==> config.mk <==
export PLATFORM = sky130hd
export DESIGN_NAME = char_buf_scan_reader
export DESIGN_NICKNAME = d
export VERILOG_FILES = /design/src/rtl/char_buf_scan_reader.sv
export SDC_FILE = /design/constraint.sdc
export NUM_CORES = 1
export LEC_CHECK = 0
export CORE_MARGIN = 2
export CORE_UTILIZATION = 44
export DETAILED_ROUTE_END_ITERATION = 10
export PLACE_DENSITY = 0.88
export SLEW_MARGIN = 40
export SYNTH_ARGS = -nofsm -noshare
export SYNTH_HDL_FRONTEND = slang
export SYNTH_SLANG_ARGS = --single-unit
==> constraint.sdc <==
create_clock -name clk -period 2.7 [get_ports clk]
set_clock_uncertainty 0.05 [all_clocks]
set_input_delay 0.405 -clock clk [delete_from_list [all_inputs] [get_ports clk]]
set_output_delay 0.405 -clock clk [all_outputs]
set_load 0.03 [all_outputs]
==> src/rtl/char_buf_scan_reader.sv <==
// Raster-scan reader for the VGA character buffer SRAM (port 2, read-only).
// Reads one 32-bit word per four characters and streams the visible
// COLS x ROWS characters as one valid/ready packet per frame.
// Optional build macro: CHAR_BUF_SCAN_READER_PREFETCH_EN (reads the next
// word while the current one drains, removing the per-word bubble).
module char_buf_scan_reader #(
  parameter int COLS             = 80,
  parameter int ROWS             = 60,
  parameter int ROW_STRIDE_WORDS = 32,
  parameter int ADDR_W           = 11
) (
  input  logic              clk,
  input  logic              reset_n,
  input  logic              start,
  output logic              busy,
  output logic [ADDR_W-1:0] address2,
  output logic              chipselect2,
  output logic              clken2,
  output logic              write2,
  output logic [3:0]        byteenable2,
  output logic [31:0]       writedata2,
  input  logic [31:0]       readdata2,
  output logic [7:0]        char_data,
  output logic              char_valid,
  input  logic              char_ready,
  output logic              char_sop,
  output logic              char_eop
);

  localparam int WORDS_PER_ROW = COLS / 4;
  localparam int COL_W = (WORDS_PER_ROW > 1) ? $clog2(WORDS_PER_ROW) : 1;
  localparam int ROW_W = (ROWS > 1) ? $clog2(ROWS) : 1;

  typedef enum logic [1:0] {S_IDLE, S_ISSUE, S_CAPTURE, S_EMIT} state_t;

  state_t            state_q, state_d;
  logic [ROW_W-1:0]  row_q, row_d, row_nxt;
  logic [COL_W-1:0]  col_q, col_d, col_nxt;
  logic [1:0]        idx_q, idx_d;
  logic [31:0]       word_q, word_d;
  logic              last_col, last_word;

`ifdef CHAR_BUF_SCAN_READER_PREFETCH_EN
  logic [31:0]       pf_q, pf_d;
  logic              pf_issued_q, pf_issued_d;
  logic              pf_cap_q, pf_cap_d;
`endif

  function automatic logic [ADDR_W-1:0] word_addr(input logic [ROW_W-1:0] r,
                                                  input logic [COL_W-1:0] c);
    return ADDR_W'(r) * ADDR_W'(ROW_STRIDE_WORDS) + ADDR_W'(c);
  endfunction

  assign clken2      = 1'b1;
  assign write2      = 1'b0;
  assign byteenable2 = '1;
  assign writedata2  = '0;

  // Position bookkeeping: where the word after the current one lives.
  always_comb begin
    last_col  = (col_q == COL_W'(WORDS_PER_ROW - 1));
    last_word = last_col && (row_q == ROW_W'(ROWS - 1));
    col_nxt   = last_col ? '0 : col_q + COL_W'(1);
    row_nxt   = last_col ? row_q + ROW_W'(1) : row_q;
  end

  // Character stream outputs decoded from the word register and position.
  always_comb begin
    char_valid = (state_q == S_EMIT);
    busy       = (state_q != S_IDLE);
    case (idx_q)
      2'd0:    char_data = word_q[7:0];
      2'd1:    char_data = word_q[15:8];
      2'd2:    char_data = word_q[23:16];
      default: char_data = word_q[31:24];
    endcase
    char_sop = char_valid && (row_q == '0) && (col_q == '0) && (idx_q == 2'd0);
    char_eop = char_valid && last_word && (idx_q == 2'd3);
  end

  // Next-state, SRAM strobe and word/counter updates.
  always_comb begin
    state_d     = state_q;
    row_d       = row_q;
    col_d       = col_q;
    idx_d       = idx_q;
    word_d      = word_q;
    chipselect2 = 1'b0;
    address2    = word_addr(row_q, col_q);
`ifdef CHAR_BUF_SCAN_READER_PREFETCH_EN
    pf_d        = pf_cap_q ? readdata2 : pf_q;
    pf_issued_d = pf_issued_q;
`endif
    case (state_q)
      S_IDLE: begin
        if (start) begin
          state_d = S_ISSUE;
          row_d   = '0;
          col_d   = '0;
          idx_d   = '0;
        end
      end
      S_ISSUE: begin
        chipselect2 = 1'b1;
        state_d     = S_CAPTURE;
      end
      S_CAPTURE: begin
        word_d  = readdata2;
        idx_d   = '0;
        state_d = S_EMIT;
`ifdef CHAR_BUF_SCAN_READER_PREFETCH_EN
        pf_issued_d = 1'b0;
`endif
      end
      default: begin
`ifdef CHAR_BUF_SCAN_READER_PREFETCH_EN
        // One outstanding prefetch per word; a stalled sink cannot trigger another.
        if (!pf_issued_q && !last_word) begin
          chipselect2 = 1'b1;
          address2    = word_addr(row_nxt, col_nxt);
          pf_issued_d = 1'b1;
        end
`endif
        if (char_ready) begin
          if (idx_q == 2'd3) begin
            idx_d = '0;
            if (last_word) begin
              state_d = S_IDLE;
              row_d   = '0;
              col_d   = '0;
            end else begin
              row_d = row_nxt;
              col_d = col_nxt;
`ifdef CHAR_BUF_SCAN_READER_PREFETCH_EN
              word_d      = pf_q;
              pf_issued_d = 1'b0;
`else
              state_d = S_ISSUE;
`endif
            end
          end else begin
            idx_d = idx_q + 2'd1;
          end
        end
      end
    endcase
  end

`ifdef CHAR_BUF_SCAN_READER_PREFETCH_EN
  // Read data arrives the cycle after the prefetch strobe.
  assign pf_cap_d = (state_q == S_EMIT) && chipselect2;

  // Prefetch register and its read-tracking flags.
  always_ff @(posedge clk) begin
    if (!reset_n) begin
      pf_q        <= '0;
      pf_issued_q <= 1'b0;
      pf_cap_q    <= 1'b0;
    end else begin
      pf_q        <= pf_d;
      pf_issued_q <= pf_issued_d;
      pf_cap_q    <= pf_cap_d;
    end
  end
`endif

  // State, position counters and current word register.
  always_ff @(posedge clk) begin
    if (!reset_n) begin
      state_q <= S_IDLE;
      row_q   <= '0;
      col_q   <= '0;
      idx_q   <= '0;
      word_q  <= '0;
    end else begin
      state_q <= state_d;
      row_q   <= row_d;
      col_q   <= col_d;
      idx_q   <= idx_d;
      word_q  <= word_d;
    end
  end

endmodule

* Word-level counts from Yosys, hierarchy flattened
Cells that the tools add are included.
** Storage, ports and cells
- Word-level logic and storage cells :: 65
- Memory bits (writable) :: 0
- Output and inout bits :: 62
- ROM bits :: 0
- Input bits :: 36
- Register bits :: 47
- Latch bits :: 0
- Memories :: 0
** Cells by class
- Equal/unequal tests :: 9
- Divide/modulo/power cells :: 0
- Bitwise logic cells :: 2
- Add/subtract/negate cells :: 4
- Multipliers :: 0
- Reductions and logical operators :: 22
- $lt $le $gt $ge :: 0
- Shift-type cells :: 0
- Multiplexer cells :: 23
** Operator list (count)
- 2-to-1 mux 6 bit :: 5
- 2-to-1 mux 5 bit :: 5
- case mux 8 bit (3 select lines) :: 1
- 2-to-1 mux 2 bit :: 6
- case mux 2 bit (3 select lines) :: 2
- case mux 6 bit (2 select lines) :: 1
- adder 11 x 5 -> 11 bit :: 1
- case mux 5 bit (2 select lines) :: 1
- == test 2 bit (second input constant) :: 4
- nonzero test 4 bit :: 2
- adder 6 x 1 -> 6 bit (second input constant) :: 1
- == test 6 bit (second input constant) :: 1
- logical AND 1 bit :: 6
- zero test 6 bit :: 1
- AND reduction 3 bit :: 2
- nonzero test 2 bit :: 3
- nonzero test 3 bit :: 2
- adder 5 x 1 -> 5 bit (second input constant) :: 1
- == test 5 bit (second input constant) :: 1
- zero test 5 bit :: 1
- AND reduction 5 bit :: 1
- == test 2 x 1 -> 1 bit (second input constant) :: 2
- zero test 2 bit :: 2
- AND reduction 4 bit :: 1
- 5 further kinds :: 7

* Longest topological paths before layout
Gate-level depths: netlist (run 1).
- Depth after elaboration :: 6
- Gate-level depth with buffers :: 7
- Gate-level depth less buffers :: 6

* Least setup slack after synthesis (run 1)
OpenSTA, ideal clock, no wires.
- Kind :: reg-to-output
- From :: reg col_q[0]
- To :: out char_sop
- Arrival :: 1.908 ns
- Stages on the path, launching flop included :: 6
- Path slack :: 0.337 ns
- Data required time :: 2.245 ns
- Path buffers :: 0
- Cells stage by stage :: dfxtp_1 -> inv_1 -> ha_1 -> nor4b_1 -> nand4_1 -> nor4_1
** On the way
- Cells in the longest elaborated chain, start to end :: 3
** RTL lines
- start, declared :: RTL line 38 : logic [COL_W-1:0] col_q, col_d, col_nxt;
- start signal, assigned :: RTL line 178 : col_q <= col_d;
- zero test 5 bit :: RTL line 77 : char_sop = char_valid && (row_q == '0) && (col_q == '0) && (idx_q == 2'd0);
- logical AND 1 bit (2 in series) :: RTL line 77
- end, declared :: RTL line 26 : output logic char_sop,
Every way passes these cells.

* Worst setup path after layout (run 1)
- From :: reg idx_q[0]
- To :: out char_data[0]
** On the way
- Cells in the longest elaborated chain, start to end :: 2
- Elaborated cells between the ends (all ways) :: 4
- Classes of those cells :: eq/ne: 2; mux: 1; reduce/logical: 1
** RTL lines
- start, declared :: RTL line 39 : logic [1:0] idx_q, idx_d;
- start signal, assigned :: RTL line 179 : idx_q <= idx_d;
- == test 2 bit (tied with other cells) :: RTL line 71 : case (idx_q)
- case mux 8 bit (3 select lines) * :: RTL line 71
- end, declared :: RTL line 23 : output logic [7:0] char_data,
Mark *: on every way between the ends. The rest lies on a longest branch, timed or not.

==> results of run 1 <==
-- registers in the layout, summed over array words and instances, names as in the netlist --
| signal | flops |
|---|---|
| word_q | 32 |
| row_q | 6 |
| col_q | 5 |
| idx_q | 2 |
| state_q | 2 |
-- cell usage after synthesis --
cell,count
buf_4,38
nand2b_1,1
and3_1,1
nand3b_1,1
nand2_1,5
and4bb_4,1
o2111ai_1,2
a211oi_1,1
o22ai_2,1
a2111oi_0,1
or4_1,2
a21oi_1,8
buf_2,4
or2b_2,1
buf_1,1
a211o_1,1
and3b_1,1
nand3_1,4
and4bb_2,1
nor3b_1,1
or3_1,1
nor4b_1,1
conb_1,2
o21ai_0,6
nor2b_1,2
and4b_4,1
buf_6,1
dfxtp_1,47
clkbuf_1,8
xnor2_1,2
and3_2,1
mux2i_1,41
o311ai_0,1
and3_4,1
a31oi_1,1
xor2_1,3
ha_1,13
nor4_1,3
nand4_1,2
nor2_1,42
o31ai_1,1
a222oi_1,8
inv_1,18
and4_1,1
-- area by class of cell --
type | count | area [µm²] | share of cell area (%)
clock buffers | 6 | 82.58 | 2.594
clock inverters | 2 | 13.76 | 0.4324
inverters | 18 | 67.56 | 2.123
multi-input cells | 202 | 1380 | 43.36
flip-flops and latches | 47 | 940.9 | 29.56
well taps | 72 | 90.09 | 2.830
repair buffers | 61 | 608.1 | 19.10
-- worst register-to-register path: stages (launching register included) --
cell      delay (ns)
dfxtp_1         0.44
inv_1           0.13
ha_1            0.34
and4bb_2        0.45
o22ai_2         0.21
or4_1           0.52
a21oi_1         0.14
-- worst paths after layout --
kind | endpoint | start | slack (ns) | cells after the start
max | char_data[0] | idx_q[0] | 0.13 | 5
min reg2reg | word_q[24] | word_q[24] | 0.45 | 2
min | word_q[24] | word_q[24] | 0.45 | 2
max reg2reg | row_q[5] | state_q[1] | 0.34 | 6
-- metrics by stage --
| step | hold slack (ns) | setup WS [ns] | util (%) |
|---|---|---|---|
| floorplan | 0.4092 | 0.3367 | - |
| global placement | 0.4217 | 0.2866 | 54.91 |
| detailed placement | 0.4364 | 0.2252 | 54.91 |
| CTS | 0.4584 | 0.003746 | 56.54 |
| global route | 0.4801 | 0.05185 | 56.76 |
| finish | 0.4537 | 0.1347 | 56.76 |
-- kinds of logic after synthesis --
group	count (synthesis)	share of synthesized area (%)
other	2	0.2893
buffers and inverters	70	16.10
DFF	47	36.24
muxes	41	15.81
and+or+nand+nor	74	14.84
adders and majority gates	13	6.265
xor gates and xnor gates	5	1.687
AOI/OAI and AO/OA	31	8.772
-- power groups by stage --
stage	combinational [mW]	sequential, mW	clock [mW]
after floorplan	0.825	0.922	0
after global placement	1.06	0.905	0
after detailed placement	1.09	0.915	0
after CTS	1.09	0.902	0.455
after global routing	1.19	0.921	0.490
final	1.10	0.903	0.451
-- metal layers --
| layer | global-route usage, % | wire [µm] | share of wire (%) | vias to the layer above |
|---|---|---|---|---|
| li1 | - | - | - | 1002 |
| met1 | 22.11 | 2446 | 42 | 966 |
| met2 | 32.15 | 2924 | 50 | 85 |
| met3 | 4.778 | 363 | 6.2 | 14 |
| met4 | 7.797 | 129 | 2.2 | 0 |
| met5 | 0 | 0 | 0 | - |
==> metrics.cfg, run 1 <==
[outcome]
status = finished, final reports clean

[setup_path]
path_class = flop to output pin
critPathRequiredTime_ns = 2.25
critical_path.max_fanout = 8
crit_slowest_cell = dfxtp_1
crit_chain = inv_1 > ha_1 > a222oi_1 > mux2i_1 > dlygate4sd2_1
worstPathArrival_ns = 2.11
cp_slowest_stage_delay_ns = 0.43
cp-end-kind = output pin
critPathTopFamily = buffers and inverters
crit_buf_inv = 2
startpoint_type = flop

[synthesis]
ys_types = 44
ys_ff_latch = 47
synth.yosys.warnings = 0
yosysTopAreaCell = dfxtp_1
ys_seq_area_share_pct = 36.24
synth.top_cell.area_share_pct = 36.24
synth_area_leaders = dfxtp_1, mux2i_1, buf_4, ha_1, nor2_1
avgSynthCellArea_um2 = 9.174
syn_inst = 283
netlist_area_mm2 = 0.002596

[power_and_ir_drop]
power_frac_clock_pct = 18.4
internal-power_mw = 1.458
p_leak_nw = 1.291
seq_power_share_pct = 36.8
power_per_cell_area_mw_per_mm2 = 770.3
swShare_pct = 40.53
switching_power_mw = 0.9936
pwr-share-comb_pct = 44.8
finalPower_mw = 2.452
ir_drop_v = 0.0004772

[sta]
min_period_ns = 2.565
fmax_mhz = 389.8
setup_tns_ns = 0
finalHoldViolCount = 0
finalCritPeriodShare_pct = 95.01
setup_violations = 0
worstMarginPinSlew_ns = 0.7064
slew_viol_final = 0
slew-limit-headroom_pct = 51.69
rsz0062_at_grt = no

[floorplanning]
start_util_pct = 46.30
die_w_um = 80.82
ios = 98
core_mm2 = 0.005608
dieArea_mm2 = 0.006531
dieHeight_um = 80.82
num_rows = 27

[global_route]
first_global_vias = 1990
grt-ovfl-total = 0
grt_pass1_wl_mm = 9.453
grt_use_total_pct = 18.70
antenna_found_initial = 0
grt_max_degree = 40

[routing]
drt-pass1-iter-count = 8
antenna_left = 0
drc = 0
viasPerCell = 5.066
vias = 2067
totalWireLength_mm = 5.864
dr.first_iter.drc_count = 148
wl_per_cell_um = 14.37

[final_layout]
fin_area_mm2 = 0.003183
fin_nets = 384
drive_gt1_share_pct = 5.952
area_growth_pct = 22.60
fin_cells = 408
fill_cells = 472
diodes = 0
final_cell_mix = clkdlybuf4s50_1, dfxtp_1, nor2_1
final_common_cell = clkdlybuf4s50_1

[clock_tree]
clock-sinks = 47
cts_tree = yes
cts_hold_buffers = 0
clock_latency_ns = 0.31
cts.path.max_buffers = 2
clkTransAtPathRegs_ns = 0.09
clock-root-buffer = clkbuf_8
htreeDepth = 2
numCtsBuffers = 5
post_cts_buffers = 0
post_cts_resized = 7

[flow_run]
max_cap_violations = 0

[place]
gp_congestion = 0.8322
dp.cells = 400
hpwlAfterDp_mm = 4.230
dpl_cell_area_mm2 = 0.003079
io_buffers = 59

[hold_path]
hold_class = flop to flop

(Power assumes the default switching activity.)
==> run 2: changes to the inputs <==
--- a/config.mk
+++ b/config.mk
@@ -5,7 +5,7 @@
 export SDC_FILE = /design/constraint.sdc
 export NUM_CORES = 1
 export LEC_CHECK = 0
-export CORE_MARGIN = 2
+export CORE_MARGIN = 3
 export CORE_UTILIZATION = 44
 export DETAILED_ROUTE_END_ITERATION = 10
 export PLACE_DENSITY = 0.88
==> constraint.sdc (replaced) <==
create_clock -name clk -period 2.9 [get_ports clk]
set_clock_uncertainty 0.05 [all_clocks]
set_input_delay 0.435 -clock clk [delete_from_list [all_inputs] [get_ports clk]]
set_output_delay 0.435 -clock clk [all_outputs]
set_load 0.03 [all_outputs]
==> run 2 against run 1 <==
Net effect: final area is essentially flat; clock-buffer cell count is the same; wire length up 0.46%; sequential power down 7.1%; first-iteration DRC count decreased by 4.7%; flip-flop and latch count did not move; critical path depth unchanged; core utilization hardly changed; power is 6.7% lower; via count up 0.19%.
==> metrics.cfg, run 2 (same netlist as run 1, synthesis figures left out) <==
[power_and_ir_drop]
p_leak_nw = 1.222  ; -5.3%
finalPower_mw = 2.288  ; -6.7%
ir_drop_v = 0.0004207  ; -12%
power_per_cell_area_mw_per_mm2 = 718.1  ; -6.8%

[floorplanning]
start_util_pct = 46.30  ; unchanged
num_rows = 27  ; unchanged
ios = 98  ; unchanged
dieHeight_um = 82.82  ; +2.5%
die_w_um = 82.82  ; +2.5%
dieArea_mm2 = 0.006858  ; +5.0%
core_mm2 = 0.005608  ; unchanged

[routing]
dr.first_iter.drc_count = 141  ; -4.7%
drc = 0  ; unchanged
vias = 2071  ; +0.19%
wl_per_cell_um = 14.44  ; +0.46%
antenna_left = 0  ; unchanged
viasPerCell = 5.076  ; +0.19%
drt-pass1-iter-count = 4  ; -4
totalWireLength_mm = 5.891  ; +0.46%

[final_layout]
diodes = 0  ; unchanged
drive_gt1_share_pct = 5.655  ; -0.30 points
final_cell_mix = clkdlybuf4s50_1, dfxtp_1, nor2_1
largest_register = word_q
reg.largest.list = word_q x32, row_q x6, col_q x5
fill_cells = 461  ; -2.3%
fin_nets = 384  ; unchanged
largest_register_ffs = 32  ; unchanged
fin_area_mm2 = 0.003186  ; about the same
fin_cells = 408  ; unchanged
area_growth_pct = 22.70  ; about the same
final_common_cell = clkdlybuf4s50_1

[sta]
slew_viol_final = 0  ; unchanged
finalCritPeriodShare_pct = 95.47
rsz0062_at_grt = no
fmax_mhz = 361.2
setup_tns_ns = 0  ; unchanged
min_period_ns = 2.769
setup_violations = 0  ; unchanged
worstMarginPinSlew_ns = 0.6375  ; -0.06888 ns
finalHoldViolCount = 0  ; unchanged
slew-limit-headroom_pct = 56.40  ; +4.7 points

[setup_path]
worstPathArrival_ns = 2.28  ; +0.17 ns
path_class = flop to output pin
r2r_setup_slack_ns = 0.54  ; +0.20 ns
critical_path.max_fanout = 9  ; +1
cp_slowest_stage_delay_ns = 0.61  ; +0.18 ns
crit_chain = inv_1 > ha_1 > a222oi_1 > mux2i_1 > clkdlybuf4s50_1
startpoint_type = flop
crit_slowest_cell = clkdlybuf4s50_1
cp-end-kind = output pin
critPathRequiredTime_ns = 2.41  ; +0.16 ns

[global_route]
grt_max_degree = 40  ; unchanged
first_global_vias = 1973  ; -0.85%
grt_use_total_pct = 16.99  ; -1.7 points
grt-ovfl-total = 0  ; unchanged
grt_pass1_wl_mm = 9.522  ; +0.73%
antenna_found_initial = 0  ; unchanged

[place]
io_buffers = 59  ; unchanged
dp.cells = 400  ; unchanged
dpl_cell_area_mm2 = 0.003079  ; unchanged
gp_congestion = 0.8281  ; -0.49%
hpwlAfterDp_mm = 4.238  ; +0.19%

[clock_tree]
cts_tree = yes
htreeDepth = 2  ; unchanged
numCtsBuffers = 5  ; unchanged
cts.path.max_buffers = 2  ; unchanged
clock-root-buffer = clkbuf_8
clock_latency_ns = 0.30  ; about the same
clkTransAtPathRegs_ns = 0.09  ; about the same
cts_hold_buffers = 0  ; unchanged
clock-sinks = 47  ; unchanged

[outcome]
status = finished, final reports clean

[flow_run]
max_cap_violations = 0  ; unchanged

[hold_path]
hold_class = flop to flop

==> run 2: cell types whose count changed in the layout (fill, tap and decap cells not counted), sizes merged <==
| cell | before | now |
|---|---|---|
| clkdlybuf4s50 | 49 | 57 |
| dlygate4sd2 | 6 | 0 |
| dlymetal6s2s | 4 | 2 |
| clkinvlp | 0 | 1 |
| inv | 19 | 18 |
==> run 2: where the power goes <==
group	internal, mW	leakage, nW	total, mW	switching (mW)
combinational	0.414	0.794	1.03	0.612
clock	0.195	0.0474	0.423	0.228
sequential	0.755	0.381	0.839	0.0837
==> run 2: repair_timing <==
| action | CTS | global route |
|---|---|---|
| resized for setup | 0 | 3 |
| setup endpoints to repair | 0 | 7 |
| setup buffers | 0 | 0 |
==> run 2: layer usage <==
layer / part of all wire [%] / track usage [%] / vias up / routed length, µm
li1: - / - / 997 / -
met1: 42 / 21.12 / 970 / 2472
met2: 49 / 28.35 / 93 / 2874
met3: 7.0 / 3.571 / 11 / 412
met4: 2.2 / 7.281 / 0 / 132
met5: 0 / 0 / - / 0
==> run 2: layout make-up <==
| cell class | instances | area [µm²] | area share (%) |
|---|---|---|---|
| Multi-Input combinational cell | 202 | 1378 | 43.24 |
| Sequential cell | 47 | 940.9 | 29.54 |
| Timing Repair Buffer | 61 | 610.6 | 19.17 |
| Tap cell | 72 | 90.09 | 2.828 |
| Clock buffer | 6 | 82.58 | 2.592 |
| Inverter | 18 | 67.56 | 2.121 |
| Clock inverter | 2 | 16.27 | 0.5106 |
==> run 2: stage by stage <==
step / setup slack (ns) / hold slack (ns) / utilization (%)
2_1_floorplan: 0.5067 / 0.4092 / -
3_3_place_gp: 0.4415 / 0.4228 / 54.91
3_5_place_dp: 0.3912 / 0.4322 / 54.91
4_1_cts: 0.03863 / 0.4559 / 56.67
5_1_grt: 0.002946 / 0.4727 / 56.81
6_report: 0.1314 / 0.4508 / 56.81
==> run 2: worst paths after layout <==
path / start / cells after the start / endpoint
worst max-delay path: idx_q[0] / 5 / char_data[7]
worst min-delay path: word_q[28] / 2 / word_q[28]
worst max register to register: state_q[0] / 6 / row_q[5]
worst min register to register: word_q[28] / 2 / word_q[28]
==> run 2: critical path, delay by kind of cell (launching register included) <==
| family | cells | cell delay, ns |
|---|---|---|
| flip-flops | 1 | 0.41 |
| AO/OA/AOI/OAI | 1 | 0.40 |
| buffers and inverters | 2 | 0.70 |
| adder cells (fa/ha/maj) | 1 | 0.35 |
| multiplexers | 1 | 0.13 |
==> run 3: changes to the inputs <==
--- a/config.mk
+++ b/config.mk
@@ -7,6 +7,7 @@
 export LEC_CHECK = 0
 export CORE_MARGIN = 3
 export CORE_UTILIZATION = 44
+export CTS_BUF_LIST = sky130_fd_sc_hd__clkbuf_16
 export DETAILED_ROUTE_END_ITERATION = 10
 export PLACE_DENSITY = 0.88
 export SLEW_MARGIN = 40
==> constraint.sdc (replaced) <==
create_clock -name clk -period 2.9 [get_ports clk]
set_clock_uncertainty 0.05 [all_clocks]
set_input_delay 0.435 -clock clk [delete_from_list [all_inputs] [get_ports clk]]
set_output_delay 0.435 -clock clk [all_outputs]
set_load 0.01 [all_outputs]
==> run 3 against run 2 <==
Net effect: critical path depth is the same; power rose by 4.2%; non-clock buffer count stayed put; first-iteration DRC count is 31% lower; global-route usage increased by 0.29 points; critical endpoint is now char_data[3]; largest power group unchanged; highest routed layer unchanged.
==> metrics.cfg, run 3 (same netlist as run 1, synthesis figures left out) <==
[outcome]
status = finished, final reports clean

[power_and_ir_drop]
pwr-share-comb_pct = 37.7  ; -7.1 points
power_frac_clock_pct = 26.8  ; +8.3 points
power_per_cell_area_mw_per_mm2 = 735.3  ; +2.4%
internal-power_mw = 1.574  ; +15%
ir_drop_v = 0.0003871  ; -8.0%
switching_power_mw = 0.8101  ; -12%
seq_power_share_pct = 35.4  ; -1.3 points
finalPower_mw = 2.384  ; +4.2%
swShare_pct = 33.98  ; -6.4 points
p_leak_nw = 1.217  ; -0.39%

[sta]
slew_viol_final = 0  ; unchanged
setup_violations = 0  ; unchanged
setup_tns_ns = 0  ; unchanged
worstMarginPinSlew_ns = 0.7469  ; +0.1094 ns
timing.final.ws_setup_ns = 0.1369  ; +0.005507 ns
slew-limit-headroom_pct = 48.92  ; -7.5 points
rsz0062_at_grt = no
finalHoldViolCount = 0  ; unchanged
fmax_mhz = 361.9  ; +0.20%
finalCritPeriodShare_pct = 95.28  ; -0.19 points
min_period_ns = 2.763  ; -0.005507 ns

[setup_path]
critical_path.max_fanout = 8  ; -1
crit_chain = inv_1 > ha_1 > a222oi_1 > mux2i_1 > clkdlybuf4s50_1
path_class = flop to output pin
critPathRequiredTime_ns = 2.41  ; about the same
crit_slowest_cell = a222oi_1
cp-end-kind = output pin
cp_slowest_stage_delay_ns = 0.55  ; -0.06 ns
startpoint_type = flop
worstPathArrival_ns = 2.28  ; about the same

[routing]
met2_length_mm = 2.969  ; +3.3%
viasPerCell = 5.113  ; +0.73%
topRoutingLayerUsed = met4
met1Wirelength_mm = 2.553  ; +3.3%
drt-pass1-iter-count = 6  ; +2
drc = 0  ; unchanged
wl_met3_um = 455  ; +10%
wl_per_cell_um = 14.98  ; +3.7%
dr.first_iter.drc_count = 97  ; -31%
vias = 2081  ; +0.48%
totalWireLength_mm = 6.096  ; +3.5%
antenna_left = 0  ; unchanged

[global_route]
grt_use_total_pct = 17.28  ; +0.29 points
grt_pass1_wl_mm = 9.611  ; +0.93%
first_global_vias = 1951  ; -1.1%
grt-ovfl-total = 0  ; unchanged
antenna_found_initial = 0  ; unchanged
grt_max_degree = 40  ; unchanged

[floorplanning]
start_util_pct = 46.30  ; unchanged
die_w_um = 82.82  ; unchanged
core_mm2 = 0.005608  ; unchanged
num_rows = 27  ; unchanged
ios = 98  ; unchanged
dieHeight_um = 82.82  ; unchanged
dieArea_mm2 = 0.006858  ; unchanged

[final_layout]
diodes = 0  ; unchanged
reg.largest.list = word_q x32, row_q x6, col_q x5
fill_cells = 477  ; +3.5%
fin_area_mm2 = 0.003242  ; +1.8%
fin_nets = 384  ; unchanged
largest_register_ffs = 32  ; unchanged
final_cell_mix = clkdlybuf4s50_1, dfxtp_1, nor2_1
largest_register = word_q
drive_gt1_share_pct = 5.075  ; -0.58 points
final_common_cell = clkdlybuf4s50_1
area_growth_pct = 24.87

[clock_tree]
cts_tree = yes
post_cts_resized = 0  ; unchanged
clkTransAtPathRegs_ns = 0.06  ; -0.03 ns
cts.path.max_buffers = 2  ; unchanged
clock_latency_ns = 0.29  ; about the same
numCtsBuffers = 5  ; unchanged
clock-sinks = 47  ; unchanged
post_cts_buffers = 0  ; unchanged
clock-root-buffer = clkbuf_16
htreeDepth = 2  ; unchanged
cts_hold_buffers = 0  ; unchanged

[place]
io_buffers = 59  ; unchanged
dpl_cell_area_mm2 = 0.003079  ; unchanged
pre_cts_ws_ns = 0.4826  ; +0.09133 ns
gp_congestion = 0.8119  ; -2.0%
hpwlAfterDp_mm = 4.260  ; +0.53%

[flow_run]
max_cap_violations = 0  ; unchanged

[hold_path]
hold_class = flop to flop

[run 3: cell types whose count changed in the layout (fill, tap and decap cells not counted), sizes merged]
| cell | previous run | this run |
|---|---|---|
| bufinv | 0 | 1 |
| clkbuf | 6 | 5 |
| clkinv | 1 | 0 |
| dlymetal6s2s | 2 | 0 |
| clkdlybuf4s50 | 57 | 59 |
[run 3: layout make-up]
class	count	area, µm²	share of cell area, %
timing repair buffer	61	605.6	18.68
inverter	18	67.56	2.084
tap	72	90.09	2.779
clock inverter	2	37.54	1.158
clock buffer	5	125.1	3.860
sequential	47	940.9	29.02
multi-input combinational	202	1375	42.42
[run 3: metrics by stage]
stage	instances	hold WS [ns]	utilization, %
after global routing	407	0.4627	57.81
after detailed placement	400	0.4346	54.91
after floorplan	319	0.4092	-
after global placement	400	0.4238	54.91
final	407	0.4436	57.81
after CTS	407	0.4500	57.81
[run 3: per-layer routing]
layer | up-vias | GRT usage, %
met5 | - | 0
met1 | 965 | 20.94
met3 | 14 | 4.067
met2 | 98 | 29.30
met4 | 0 | 7.132
li1 | 1004 | -
[run 3: final timing paths]
path,from,endpoint,slack (ns),depth (start not counted)
hold / removal,word_q[25],word_q[25],0.44,2
setup reg to reg,idx_q[0],row_q[5],0.47,5
setup / recovery,idx_q[1],char_data[3],0.14,5
hold reg to reg,word_q[25],word_q[25],0.44,2
[run 3: critical path, delay by kind of cell, from the launching register on]
kind	cells	cell delay (ns)
buffers and inverters	2	0.60
AOI/OAI and AO/OA	1	0.55
DFF	1	0.38
adders and majority gates	1	0.32
muxes	1	0.13
[run 3: power by group through the flow]
stage                     clock, mW  combinational [mW]  sequential [mW]
after global placement            0               0.861            0.842
after global routing          0.673               0.986            0.856
final                         0.639               0.899            0.845
after detailed placement          0               0.885            0.852
after CTS                     0.645               0.896            0.842
after floorplan                   0               0.661            0.836
==> variant 1: new RTL, settings of run 1 <==
Take the reset off `word_q` and load it in a clocked block of its own.
--- a/src/rtl/char_buf_scan_reader.sv
+++ b/src/rtl/char_buf_scan_reader.sv
@@ -173,3 +173,2 @@
       idx_q   <= '0;
-      word_q  <= '0;
     end else begin
@@ -179,4 +178,7 @@
       idx_q   <= idx_d;
-      word_q  <= word_d;
     end
+  end
+
+  always_ff @(posedge clk) begin
+    word_q <= word_d;
   end
Behaviour: differs if reset_n is asserted again (counterexample within 4 cycles, from zero or initial values and one cycle with reset_n low); with reset_n held inactive, the same outputs for 10 cycles.
==> variant 1 against run 1 <==
  * Combinational power barely moved
  * Count of clock-buffer cells in the layout shrank 1
  * First-iteration DRC count shrank 45%
  * Wire length shrank 16%
  * Sequential cell count is the same
  * Die area fell by 5.6%
  * Worst setup slack got worse by 0.031 ns
  * Global-route usage fell by 3.0 points
  * Clock power is 8.9% higher
  * Synthesized area down 5.9%
  * Final area down 3.3%
  * Power grew 5.6%
  * Utilization fell by 0.19 points
  * Critical path type unchanged
==> variant 1: results <==
{
  "timing.critical_path.slowest_stage_cell": "clkdlybuf4s50_1",
  "p_seq_uw": 997,
  "post_synth_edffs": 32,
  "finish.net_count": 323,
  "yosysWarnings": 0,
  "vdd.ir_drop.worst_mv": 0.550,
  "layout_top_registers": "word_q x32, row_q x6, col_q x5",
  "globalplace.congestion": 0.857,
  "static-leakage-power_nw": 1.22,
  "max_stage_delay_ns": 0.62,
  "postCtsSetupRepairBufs": 0,
  "total_grt_usage_pct": 15.7,
  "totalWireLength_um": 4900,
  "worst_pin_slew_ns": 0.550,
  "dr.first_iter.drc_count": 81,
  "worst-path-max-fanout": 8,
  "dp_slack_ns": 0.265,
  "detailed_place_hpwl_um": 3700,
  "arrival_ns": 2.14,
  "routed_via_density": 4.87,
  "outcome": "completed",
  "clock-sinks": 47,
  "drt_pre_antenna_iters": 4,
  "gr-total-overflow": 0,
  "dpl-instance-area_um2": 2950,
  "insertion_delay_ns": 0.29,
  "grt_start_max_net_pins": 20,
  "synth.lib_cells_used.distinct": 41,
  "total_switching_power_uw": 976,
  "worst_hold_path_type": "reg2reg",
  "io_buffer_count": 59,
  "clock_power_share_pct": 19.0,
  "clock_network_power_consumption_uw": 491,
  "yosys-top-cells-count": "39 x buf_4, 32 x edfxtp_1, 20 x inv_1, 15 x dfxtp_1",
  "grt_pass1_wl_um": 7620,
  "synth.top_cells.by_area": "edfxtp_1 39%, dfxtp_1 12%, buf_4 12%",
  "antenna_found_initial": 0,
  "antenna-diode-count": 0,
  "cts.reportedPaths.clkPinSlew_ns": 0.08,
  "post_route_cells_drive_above_1_share_pct": 5.11,
  "via_count_of_the_first_global_routing_pass": 1662,
  "cts.htree.levels": 2,
  "path_delay_family": "buffers and inverters",
  "seq_area_frac_synth_pct": 51.6
}
[variant 1: cell count changes after synthesis, sizes merged, moves of 3 or more]
cell and delta:
mux2i -32, nor2 -29, clkbuf -5, edfxtp +32, buf -3, dfxtp -32
[variant 1: final cells by class]
type | count | area, µm²
Clock inverter | 2 | 37.5
Fill cell | 451 | 2360
Sequential cell | 47 | 1260
Inverter | 20 | 75.1
Multi-Input combinational cell | 139 | 927
Clock buffer | 5 | 68.8
Tap cell | 72 | 90.1
Timing Repair Buffer | 61 | 617
[variant 1: metal layers]
layer | vias to the layer above | wire, µm | global-route usage [%]
met2 | 91 | 2590 | 27.5
met4 | 0 | 95 | 6.49
met5 | - | 0 | 0
li1 | 806 | - | -
met1 | 780 | 1940 | 19.1
met3 | 8 | 278 | 2.76
[variant 1: per-stage QoR]
stage               hold slack [ns]  cells
floorplan                     0.429    250
global placement              0.444    339
detailed placement            0.460    339
CTS                           0.475    346
global route                  0.518    346
finish                        0.471    346
[variant 1: final timing paths]
path              startpoint            to  slack (ns)  cells after the start
hold / removal      idx_q[1]      idx_q[1]        0.47                      2
setup / recovery    idx_q[1]  char_data[4]        0.10                      5
hold reg to reg     idx_q[1]      idx_q[1]        0.47                      2
setup reg to reg  state_q[0]      row_q[5]        0.39                      6
[variant 1: cells by family (layout without fill, tap and decap cells)]
group	count (synthesis)	count (layout)	share of synthesized area, %
flops	47	47	51.6
compound gates	31	31	9.48
simple gates	43	43	10.3
other cells	2	38	0.307
buf+inv	64	88	16.1
fa+ha+maj	13	13	6.66
xor+xnor	5	5	1.79
mux	9	9	3.69
[variant 1: repair_timing]
| action | 4_1_cts | 5_1_grt |
|---|---|---|
| endpoints found under the setup margin | 10 | 6 |
| resized for setup | 5 | 6 |
| hold endpoints to repair | 0 | 0 |
==> variant 2: new RTL, settings of run 1 <==
Made on the original files. Change the parameter `ADDR_W` from 11 to 9.
--- a/src/rtl/char_buf_scan_reader.sv
+++ b/src/rtl/char_buf_scan_reader.sv
@@ -9,3 +9,3 @@
   parameter int ROW_STRIDE_WORDS = 32,
-  parameter int ADDR_W           = 11
+  parameter int ADDR_W           = 9
 ) (
Ports: changed (resized address2); port bits go from 98 to 96. The function was not compared with the original's and may differ.
==> variant 2 against run 1 <==
  * Final area increased by 0.79%
  * Synthesized area rose by 1.2%
  * Wire length increased by 0.80%
  * Die area rose by 1.1%
  * Power increased by 7.8%
  * Sequential cell count did not move
  * Utilization down 1.9 points
  * Worst setup slack better by 0.054 ns
  * Highest routed layer unchanged
==> variant 2: results <==
{
  "p_comb_mw": 1.10,
  "netlist_instances": 287,
  "reg2regPathDepth": 6,
  "post_route_cells_drive_above_1_share_pct": 5.69,
  "via_count_of_the_first_global_routing_pass": 1950,
  "drt_pre_antenna_iters": 4,
  "yosys-top-cells-count": "47 x dfxtp_1, 42 x buf_4, 42 x nor2_1, 41 x mux2i_1, 18 x inv_1",
  "cts-root-to-sink-buffers": 2,
  "finish.net_count": 382,
  "synth.lib_cells_used.distinct": 44,
  "vdd.ir_drop.worst_mv": 0.412,
  "r2r-start": "state_q[0]",
  "timing.critical_path.slowest_stage_cell": "clkdlybuf4s50_1",
  "synth.top_cells.by_area": "dfxtp_1 36%, mux2i_1 16%, buf_4 12%",
  "min_to": "word_q[30]",
  "grt.met3_usage_pct": 4.44,
  "route.met2.wl_um": 2790,
  "insertion_delay_ns": 0.31,
  "cts_inserted_buffers": 5,
  "seq_area_frac_synth_pct": 35.8,
  "cts.htree.levels": 2,
  "hp-start": "word_q[30]",
  "route.detailed.wl_per_inst_um": 14.5,
  "synthFlopType": "dfxtp_1",
  "clk_root_buffer_cell": "clkbuf_8",
  "met1_wire_length_um": 2500,
  "report.power.total_mw": 2.64,
  "totalWireLength_um": 5910,
  "dp.cells": 401,
  "path_delay_family": "buffers and inverters",
  "cts.reportedPaths.clkPinSlew_ns": 0.10,
  "setup.worst_path.class": "reg2out",
  "max_stage_delay_ns": 0.68,
  "worst_hold_path.num_cells": 2,
  "timing.max_slew.rel_slack_pct": 53.7,
  "clock_power_share_pct": 24.1,
  "layout_top_registers": "word_q x32, row_q x6, col_q x5",
  "critical_path.endpoint": "busy",
  "io_buffer_count": 57,
  "detailed_place_hpwl_um": 4270,
  "worst-path-max-fanout": 12,
  "dp_slack_ns": 0.243,
  "yosysWarnings": 0,
  "grt_pass1_wl_um": 9090,
  "wl_met3_um": 453,
  "gr-usage-met2_pct": 28.3,
  "internal_power_mw": 1.63,
  "static-leakage-power_nw": 1.30,
  "dpl-instance-area_um2": 3060,
  "grt_start_max_net_pins": 40,
  "dr.first_iter.drc_count": 150,
  "timing.fmax_ghz": 0.398,
  "globalplace.congestion": 0.864,
  "grt_util_met1_pct": 22.9,
  "hold_ws_ns": 0.454,
  "vias": 2062,
  "total_grt_usage_pct": 18.0,
  "outcome": "completed"
}
[variant 2: cell families (layout without fill, tap and decap cells)]
logic type / Yosys count / count (layout) / share of synthesized area (%)
xor gates and xnor gates: 5 / 5 / 1.67
AOI/OAI and AO/OA: 31 / 31 / 8.67
DFF: 47 / 47 / 35.8
muxes: 41 / 41 / 15.6
buffers and inverters: 74 / 85 / 17.1
and+or+nand+nor: 74 / 74 / 14.7
other: 2 / 38 / 0.286
adders and majority gates: 13 / 13 / 6.19
[variant 2: repair_timing]
action | 4_1_cts | 5_1_grt
gates resized for setup | 7 | 4
setup buffers | 0 | 0
endpoints found under the setup margin | 10 | 4
[variant 2: cell type report]
class / instances / area [µm²]
Clock buffer: 5 / 68.8
Clock inverter: 3 / 71.3
Fill cell: 509 / 2640
Timing Repair Buffer: 59 / 588
Tap cell: 75 / 93.8
Inverter: 18 / 67.6
Multi-Input combinational cell: 202 / 1380
Sequential cell: 47 / 941
